## config.mk

```make
export PLATFORM = sky130hd
export DESIGN_NAME = clk_tune_ctrl
export DESIGN_NICKNAME = d
export VERILOG_FILES = /design/src/rtl/clk_tune_ctrl.sv
export SDC_FILE = /design/constraint.sdc
export NUM_CORES = 1
export LEC_CHECK = 0
export ABC_AREA = 1
export BUFFER_PORTS_ARGS = -buffer_cell sky130_fd_sc_hd__clkbuf_2
export CAP_MARGIN = 10
export CORE_MARGIN = 5
export CORE_UTILIZATION = 45
export CTS_BUF_LIST = sky130_fd_sc_hd__clkbuf_8
export CTS_CLUSTER_SIZE = 16
export DETAILED_ROUTE_END_ITERATION = 7
export HOLD_SLACK_MARGIN = 0.05
export PLACE_DENSITY = 0.64
export SETUP_SLACK_MARGIN = 0.2
export SLEW_MARGIN = 25
export SYNTH_ARGS = -nofsm -noshare
export SYNTH_HDL_FRONTEND = slang
export SYNTH_SLANG_ARGS = --single-unit
export TNS_END_PERCENT = 100
```

## constraint.sdc

```tcl
create_clock -name clk -period 4 [get_ports clk]
set_input_delay 1 -clock clk [delete_from_list [all_inputs] [get_ports clk]]
set_output_delay 1 -clock clk [all_outputs]
set_load 0.1 [all_outputs]
```

## src/rtl/clk_tune_ctrl.sv

```systemverilog
// clk_tune_ctrl: GPS-disciplined trim loop for the local oscillator.
// It measures system clocks per GPS second from PPS-captured timebase
// counts, derives a saturated 24-bit tune word, and writes that word as two
// 12-bit halves into the misc clock-tune PDM registers over Wishbone.
//
// Ports:
//   clk, rst_n        system clock; asynchronous active-low reset
//   cap_val, cap_stb  PPS-captured count and its one-cycle valid strobe
//   cfg_en            loop enable (level); rising edge loads cfg_init
//   cfg_init          tune word loaded on enable
//   cfg_target        nominal clocks per second
//   cfg_shift         loop gain: correction = err >>> cfg_shift
//   cfg_max_err       measurements with |err| above this are rejected
//   cfg_lock_th       |err| at or below this counts toward lock
//   wb_addr/wb_wdata/wb_we/wb_cyc, wb_ack   Wishbone master port
//   st_tune, st_err, st_rej_cnt, st_locked, st_ovf   status
module clk_tune_ctrl #(
  parameter int unsigned LOCK_N  = 8,
  parameter logic [7:0]  ADDR_LO = 8'h08,
  parameter logic [7:0]  ADDR_HI = 8'h09
) (
  input  logic        clk,
  input  logic        rst_n,
  input  logic [31:0] cap_val,
  input  logic        cap_stb,
  input  logic        cfg_en,
  input  logic [23:0] cfg_init,
  input  logic [31:0] cfg_target,
  input  logic [3:0]  cfg_shift,
  input  logic [15:0] cfg_max_err,
  input  logic [15:0] cfg_lock_th,
  output logic [7:0]  wb_addr,
  output logic [31:0] wb_wdata,
  output logic        wb_we,
  output logic        wb_cyc,
  input  logic        wb_ack,
  output logic [23:0] st_tune,
  output logic [31:0] st_err,
  output logic [7:0]  st_rej_cnt,
  output logic        st_locked,
  output logic        st_ovf
);

  localparam int unsigned LCW = $clog2(LOCK_N + 1);
  localparam logic [LCW-1:0] LOCK_MAX = LCW'(LOCK_N);

  typedef enum logic [3:0] {
    S_IDLE, S_INIT_LO, S_INIT_HI, S_FIRST, S_WAIT, S_MEAS, S_UPD, S_WR_LO, S_WR_HI
  } state_e;

  state_e          state_q, state_d;
  logic            cyc_q, cyc_d;
  logic            en_q;
  logic [23:0]     tune_q;
  logic [31:0]     err_q;
  logic [7:0]      rej_q;
  logic            ovf_q;
  logic [31:0]     prev_q, cur_q;
  logic            pend_vld_q;
  logic [31:0]     pend_val_q;
  logic [LCW-1:0]  lock_cnt_q;

  logic               en_rise, busy, stb_any;
  logic [31:0]        stb_val;
  logic [31:0]        err_mag;
  logic               rej_hit, lock_hit;
  logic signed [31:0] corr;
  logic signed [33:0] tune_raw;
  logic [23:0]        tune_clamp;

  assign en_rise = cfg_en & ~en_q;
  // Strobes arriving here must be parked in the pending register.
  assign busy    = state_q inside {S_INIT_LO, S_INIT_HI, S_MEAS, S_UPD, S_WR_LO, S_WR_HI};
  // A parked strobe is older than any new one, so it is consumed first.
  assign stb_any = cap_stb | pend_vld_q;
  assign stb_val = pend_vld_q ? pend_val_q : cap_val;

  // Unsigned magnitude; -2^31 maps to 2^31, which is still correct unsigned.
  assign err_mag  = err_q[31] ? (~err_q + 32'd1) : err_q;
  assign rej_hit  = err_mag > {16'd0, cfg_max_err};
  assign lock_hit = err_mag <= {16'd0, cfg_lock_th};
  assign corr     = $signed(err_q) >>> cfg_shift;
  // 34 bits hold both tune - (-2^31) and 0 - (2^31 - 1) without overflow.
  assign tune_raw = $signed({10'd0, tune_q}) - $signed({{2{corr[31]}}, corr});
  assign tune_clamp = tune_raw[33]         ? 24'h000000 :
                      (|tune_raw[32:24])   ? 24'hFFFFFF : tune_raw[23:0];

  // State register; the bus cycle flag lives here so reset drops wb_cyc at once.
  always_ff @(posedge clk or negedge rst_n) begin
    if (!rst_n) begin
      state_q <= S_IDLE;
      cyc_q   <= 1'b0;
    end else begin
      // NOTE: non-blocking assignments so every flop samples pre-edge values.
      state_q <= state_d;
      cyc_q   <= cyc_d;
    end
  end

  // Next-state logic. Each write state raises cyc, waits for ack, and leaves
  // with cyc low, which guarantees an idle bus cycle between the two halves.
  always_comb begin
    // NOTE: defaults first so no path leaves a variable unassigned (no latch).
    state_d = state_q;
    cyc_d   = cyc_q;
    unique case (state_q)
      S_IDLE: if (en_rise) begin
        state_d = S_INIT_LO;
        cyc_d   = 1'b1;
      end
      S_INIT_LO, S_INIT_HI, S_WR_LO, S_WR_HI: begin
        if (cyc_q) begin
          // An in-flight cycle always completes, even when disabling.
          if (wb_ack) begin
            cyc_d = 1'b0;
            if (!cfg_en)                 state_d = S_IDLE;
            else if (state_q == S_INIT_LO) state_d = S_INIT_HI;
            else if (state_q == S_INIT_HI) state_d = S_FIRST;
            else if (state_q == S_WR_LO)   state_d = S_WR_HI;
            else                           state_d = S_WAIT;
          end
        end else if (!cfg_en) begin
          state_d = S_IDLE;
        end else begin
          cyc_d = 1'b1;
        end
      end
      S_FIRST: if (!cfg_en) state_d = S_IDLE; else if (stb_any) state_d = S_WAIT;
      S_WAIT:  if (!cfg_en) state_d = S_IDLE; else if (stb_any) state_d = S_MEAS;
      S_MEAS:  state_d = cfg_en ? S_UPD : S_IDLE;
      S_UPD: begin
        if (!cfg_en)      state_d = S_IDLE;
        else if (rej_hit) state_d = S_WAIT;
        else begin
          state_d = S_WR_LO;
          cyc_d   = 1'b1;
        end
      end
      default: state_d = S_IDLE;
    endcase
  end

  // Bus outputs; address and data depend only on state and tune_q, neither
  // of which changes while cyc is high, so they stay stable for the cycle.
  always_comb begin
    wb_cyc   = cyc_q;
    wb_we    = cyc_q;
    wb_addr  = 8'h00;
    wb_wdata = 32'h0;
    if (cyc_q) begin
      if (state_q == S_INIT_HI || state_q == S_WR_HI) begin
        wb_addr  = ADDR_HI;
        wb_wdata = {1'b1, 19'd0, tune_q[23:12]};
      end else begin
        wb_addr  = ADDR_LO;
        wb_wdata = {1'b1, 19'd0, tune_q[11:0]};
      end
    end
  end

  // Measurement datapath and status.
  always_ff @(posedge clk or negedge rst_n) begin
    if (!rst_n) begin
      en_q       <= 1'b0;
      tune_q     <= '0;
      err_q      <= '0;
      rej_q      <= '0;
      ovf_q      <= 1'b0;
      prev_q     <= '0;
      cur_q      <= '0;
      pend_vld_q <= 1'b0;
      pend_val_q <= '0;
      lock_cnt_q <= '0;
    end else begin
      en_q <= cfg_en;
      if (busy && cap_stb && cfg_en) begin
        pend_val_q <= cap_val;
        pend_vld_q <= 1'b1;
        if (pend_vld_q) ovf_q <= 1'b1;
      end
      case (state_q)
        S_IDLE: if (en_rise) begin
          tune_q     <= cfg_init;
          rej_q      <= '0;
          ovf_q      <= 1'b0;
          lock_cnt_q <= '0;
          pend_vld_q <= 1'b0;
        end
        S_FIRST, S_WAIT: if (cfg_en && stb_any) begin
          if (state_q == S_FIRST) prev_q <= stb_val;
          else                    cur_q  <= stb_val;
          // A fresh strobe coinciding with a parked one takes its place.
          pend_vld_q <= pend_vld_q & cap_stb;
          if (pend_vld_q && cap_stb) pend_val_q <= cap_val;
        end
        S_MEAS: begin
          // Modular difference makes wrap of the capture counter transparent.
          err_q  <= (cur_q - prev_q) - cfg_target;
          prev_q <= cur_q;
        end
        S_UPD: if (cfg_en) begin
          if (rej_hit) begin
            if (rej_q != 8'hFF) rej_q <= rej_q + 8'd1;
            lock_cnt_q <= '0;
          end else begin
            tune_q <= tune_clamp;
            if (!lock_hit)                   lock_cnt_q <= '0;
            else if (lock_cnt_q != LOCK_MAX) lock_cnt_q <= lock_cnt_q + LCW'(1);
          end
        end
        default: ;
      endcase
      if (!cfg_en) begin
        pend_vld_q <= 1'b0;
        lock_cnt_q <= '0;
      end
    end
  end

  assign st_tune    = tune_q;
  assign st_err     = err_q;
  assign st_rej_cnt = rej_q;
  assign st_locked  = (lock_cnt_q == LOCK_MAX);
  assign st_ovf     = ovf_q;

endmodule

```

==> metrics <==
register area=4320 um^2; WL final=52300 um; sequential fraction of the synthesis area=27.1%; clk slew on worst S/H paths=100 ps; cell taking the most area after synthesis=dfrtp_1; Worst-Margin Slew=707 ps; setup violators final=0; final hold violation count=0; total CTS buffers=17; WL per Instance=16.8 um; Vias/cell=5.27; RSZ-0062 raised after global routing=yes; I/O pin total=237; fraction of registers with async set/reset=100%; GR Util met2=41.3%; fraction of the cycle the final worst path needs=95.2%; HPWL after DPL=40500 um; Fmax=0.263 GHz; Post-synth top flop=dfrtp_1; Total Nets Final=2906; gr ovfl total=0; CTS Sinks=172; crit-path max FO=6; first-pass GRT wire length=81300 um; Yosys reg bits=172; cell area after synthesis=15900 um^2; number of global-route vias before repair=15.5k; placed cells=3044; die height=198 um; number of synthesized flops with an enable pin=0; met1 GRT Util=36.2%; Rows=68; register-to-register setup slack=320 ps; Setup Crit Path Kind=primary input to flip-flop; multi-input logic area=10700 um^2; PortBufs=211; Die Wd=198 um; Root Buffer Master=clkbuf_8; Clock Skew=18.8 ps; Synth Instances=2317; antenna cells=0; CP endpoint kind=flip-flop; die area=39200 um^2; final cell count without fillers=3117; GP Congestion=1.01; Area contributors post-synth=dfrtp_1, nand2_1, inv_1, ha_1, o21ai_0; critical path arrival=4200 ps; Synth top area share=27.1%; met3 Usage GRT=3.78%; Slew headroom=52.9%; Final Slew Violations=0; pin count of the biggest net entering global routing=73; Tmin final=3810 ps; starting density of the core=45.8%; Worst Path Required=4390 ps; Setup TNS Final=0 ps; Synth-to-Final Area Change=26.9%; first-pass detailed-route iteration total=6; # DRC=0; initial DRC count=1302; layout cell share with drive strength beyond 1=25.9%; Synth cell types=60; fin util=58.2%; Syn Area/Cell=6.87 um^2; status=finished, final reports clean; htree depth=4; GRT Max-Usage Layer=met2; hold crit path type=primary input to async pin; total global routing track utilization=25.6%; core outline area=34700 um^2; Layout fillers=3301; DR vias=16.4k; Clock Latency Late Sink=490 ps; remaining antenna violation count=0; critical path launch point type=primary input; CTS tree=yes; antenna violations before repair=0; # Max-Cap Violations=0; Max Root-Sink Buffers=2; Synth Warn #=0
==> logic make-up after synthesis <==
logic type | Yosys count | share of synthesized area (%)
other | 1 | 0.0236
and+or+nand+nor | 959 | 26.3
adders and majority gates | 128 | 11.6
buffers and inverters | 460 | 12.1
AOI/OAI and AO/OA | 500 | 17.4
muxes | 27 | 1.71
xor gates and xnor gates | 70 | 3.85
DFF | 172 | 27.1
==> layout by cell type, fill, tap and decap left out, types with 37 or more instances in the layout <==
cell and count:
nor2_1 200, o211ai_1 38, xor2_1 37, nand3_1 73, nand2_2 48, clkbuf_2 207
a21oi_1 137, o21ai_0 178, nor2_2 39, nand2_1 477, inv_1 335, dfrtp_1 162
nand4_1 46, buf_4 161, ha_1 86
==> area by class of cell <==
type	count	share of cell area [%]
clock buffers	18	1.23
flip-flops and latches	172	21.4
inverters	344	6.48
well taps	455	2.82
multi-input cells	1710	52.8
repair buffers	404	14.7
clock inverters	14	0.669
==> flip-flops by register name, summed over array words and instances, names as in the netlist <==
| register | flops |
|---|---|
| cur_q | 32 |
| st_rej_cnt | 8 |
| state_q | 4 |
| pend_val_q | 32 |
| wb_cyc | 1 |
| prev_q | 32 |
| pend_vld_q | 1 |
| lock_cnt_q | 4 |
| st_ovf | 1 |
| st_err | 32 |
| st_tune | 24 |
| en_q | 1 |
==> critical path, stage by stage <==
cell and delay [ps]:
buf_16 130, buf_12 140, nand2_1 100, o21ai_4 70
mux2i_2 260, mux2i_1 160, buf_4 170, o21ai_4 140
buf_6 130, ha_4 210, a21oi_4 120, o21ai_2 80
buf_4 150, nand2_2 70, nand2_2 60, nand2_2 80
nand3_4 80, nand3_2 100, nand2_2 80, nand3_1 110
nand2_2 70, nor2_4 170, buf_12 160, clkbuf_16 150
nand4_1 80, nand2_1 90, a21oi_2 50
==> repair_timing <==
item	4_1_cts	5_1_grt
setup endpoints to repair	24	37
gates cloned	4	11
gates resized for setup	64	199
pin swaps	16	58
hold buffers	0	0
endpoints found under the hold margin	0	0
buffers inserted	11	15
==> layer usage <==
metal  vias up  share of wire [%]
met5         -                  0
met4         0                2.4
met3        69                6.3
met2       578                 47
met1      7651                 45
li1       8141                  -
==> metrics by stage <==
stage               hold slack [ps]  worst slack [ps]  instance area (um^2)
floorplan                       474               221                 16100
global placement                500              -781                 18300
detailed placement              507              -722                 18300
CTS                             522               203                 19100
global route                    545              60.2                 20200
finish                          505               191                 20200
==> cell usage after synthesis, types with 3 or more instances <==
library cell and instances:
inv_2 4, nand4_1 46, a21oi_1 151, fa_1 32
nor3_1 17, o31ai_1 7, buf_1 7, nand3b_1 4
nand2_2 8, o21ai_1 15, xnor2_1 30, nor2_2 28
clkbuf_1 54, o21bai_1 6, xor2_1 40, buf_4 39
or2_2 7, dfrtp_1 172, o21ai_0 235, buf_6 3
nand3_1 87, nand2_4 3, nor2_1 213, inv_1 338
nand2_1 522, nor4_1 3, buf_2 11, nor2_4 8
a21oi_2 10, ha_1 96, a31oi_1 14, a211oi_1 5
o21a_1 3, mux2i_1 26, o211ai_1 38
==> path summary, 6_finish.rpt <==
kind | end | startpoint | cells after the start
worst max-delay path | st_tune[17] | cfg_shift[0] | 27
min in group clk | pend_val_q[18] | pend_val_q[18] | 2
worst max register to register | st_tune[17] | st_err[15] | 25
worst min-delay path | pend_val_q[7] | rst_n | 1
worst min register to register | pend_val_q[18] | pend_val_q[18] | 2
max in group asynchronous | st_tune[10] | rst_n | 2
Power is not shown: default switching activity piles up to over one toggle a cycle in this logic, so the estimate is an artifact.
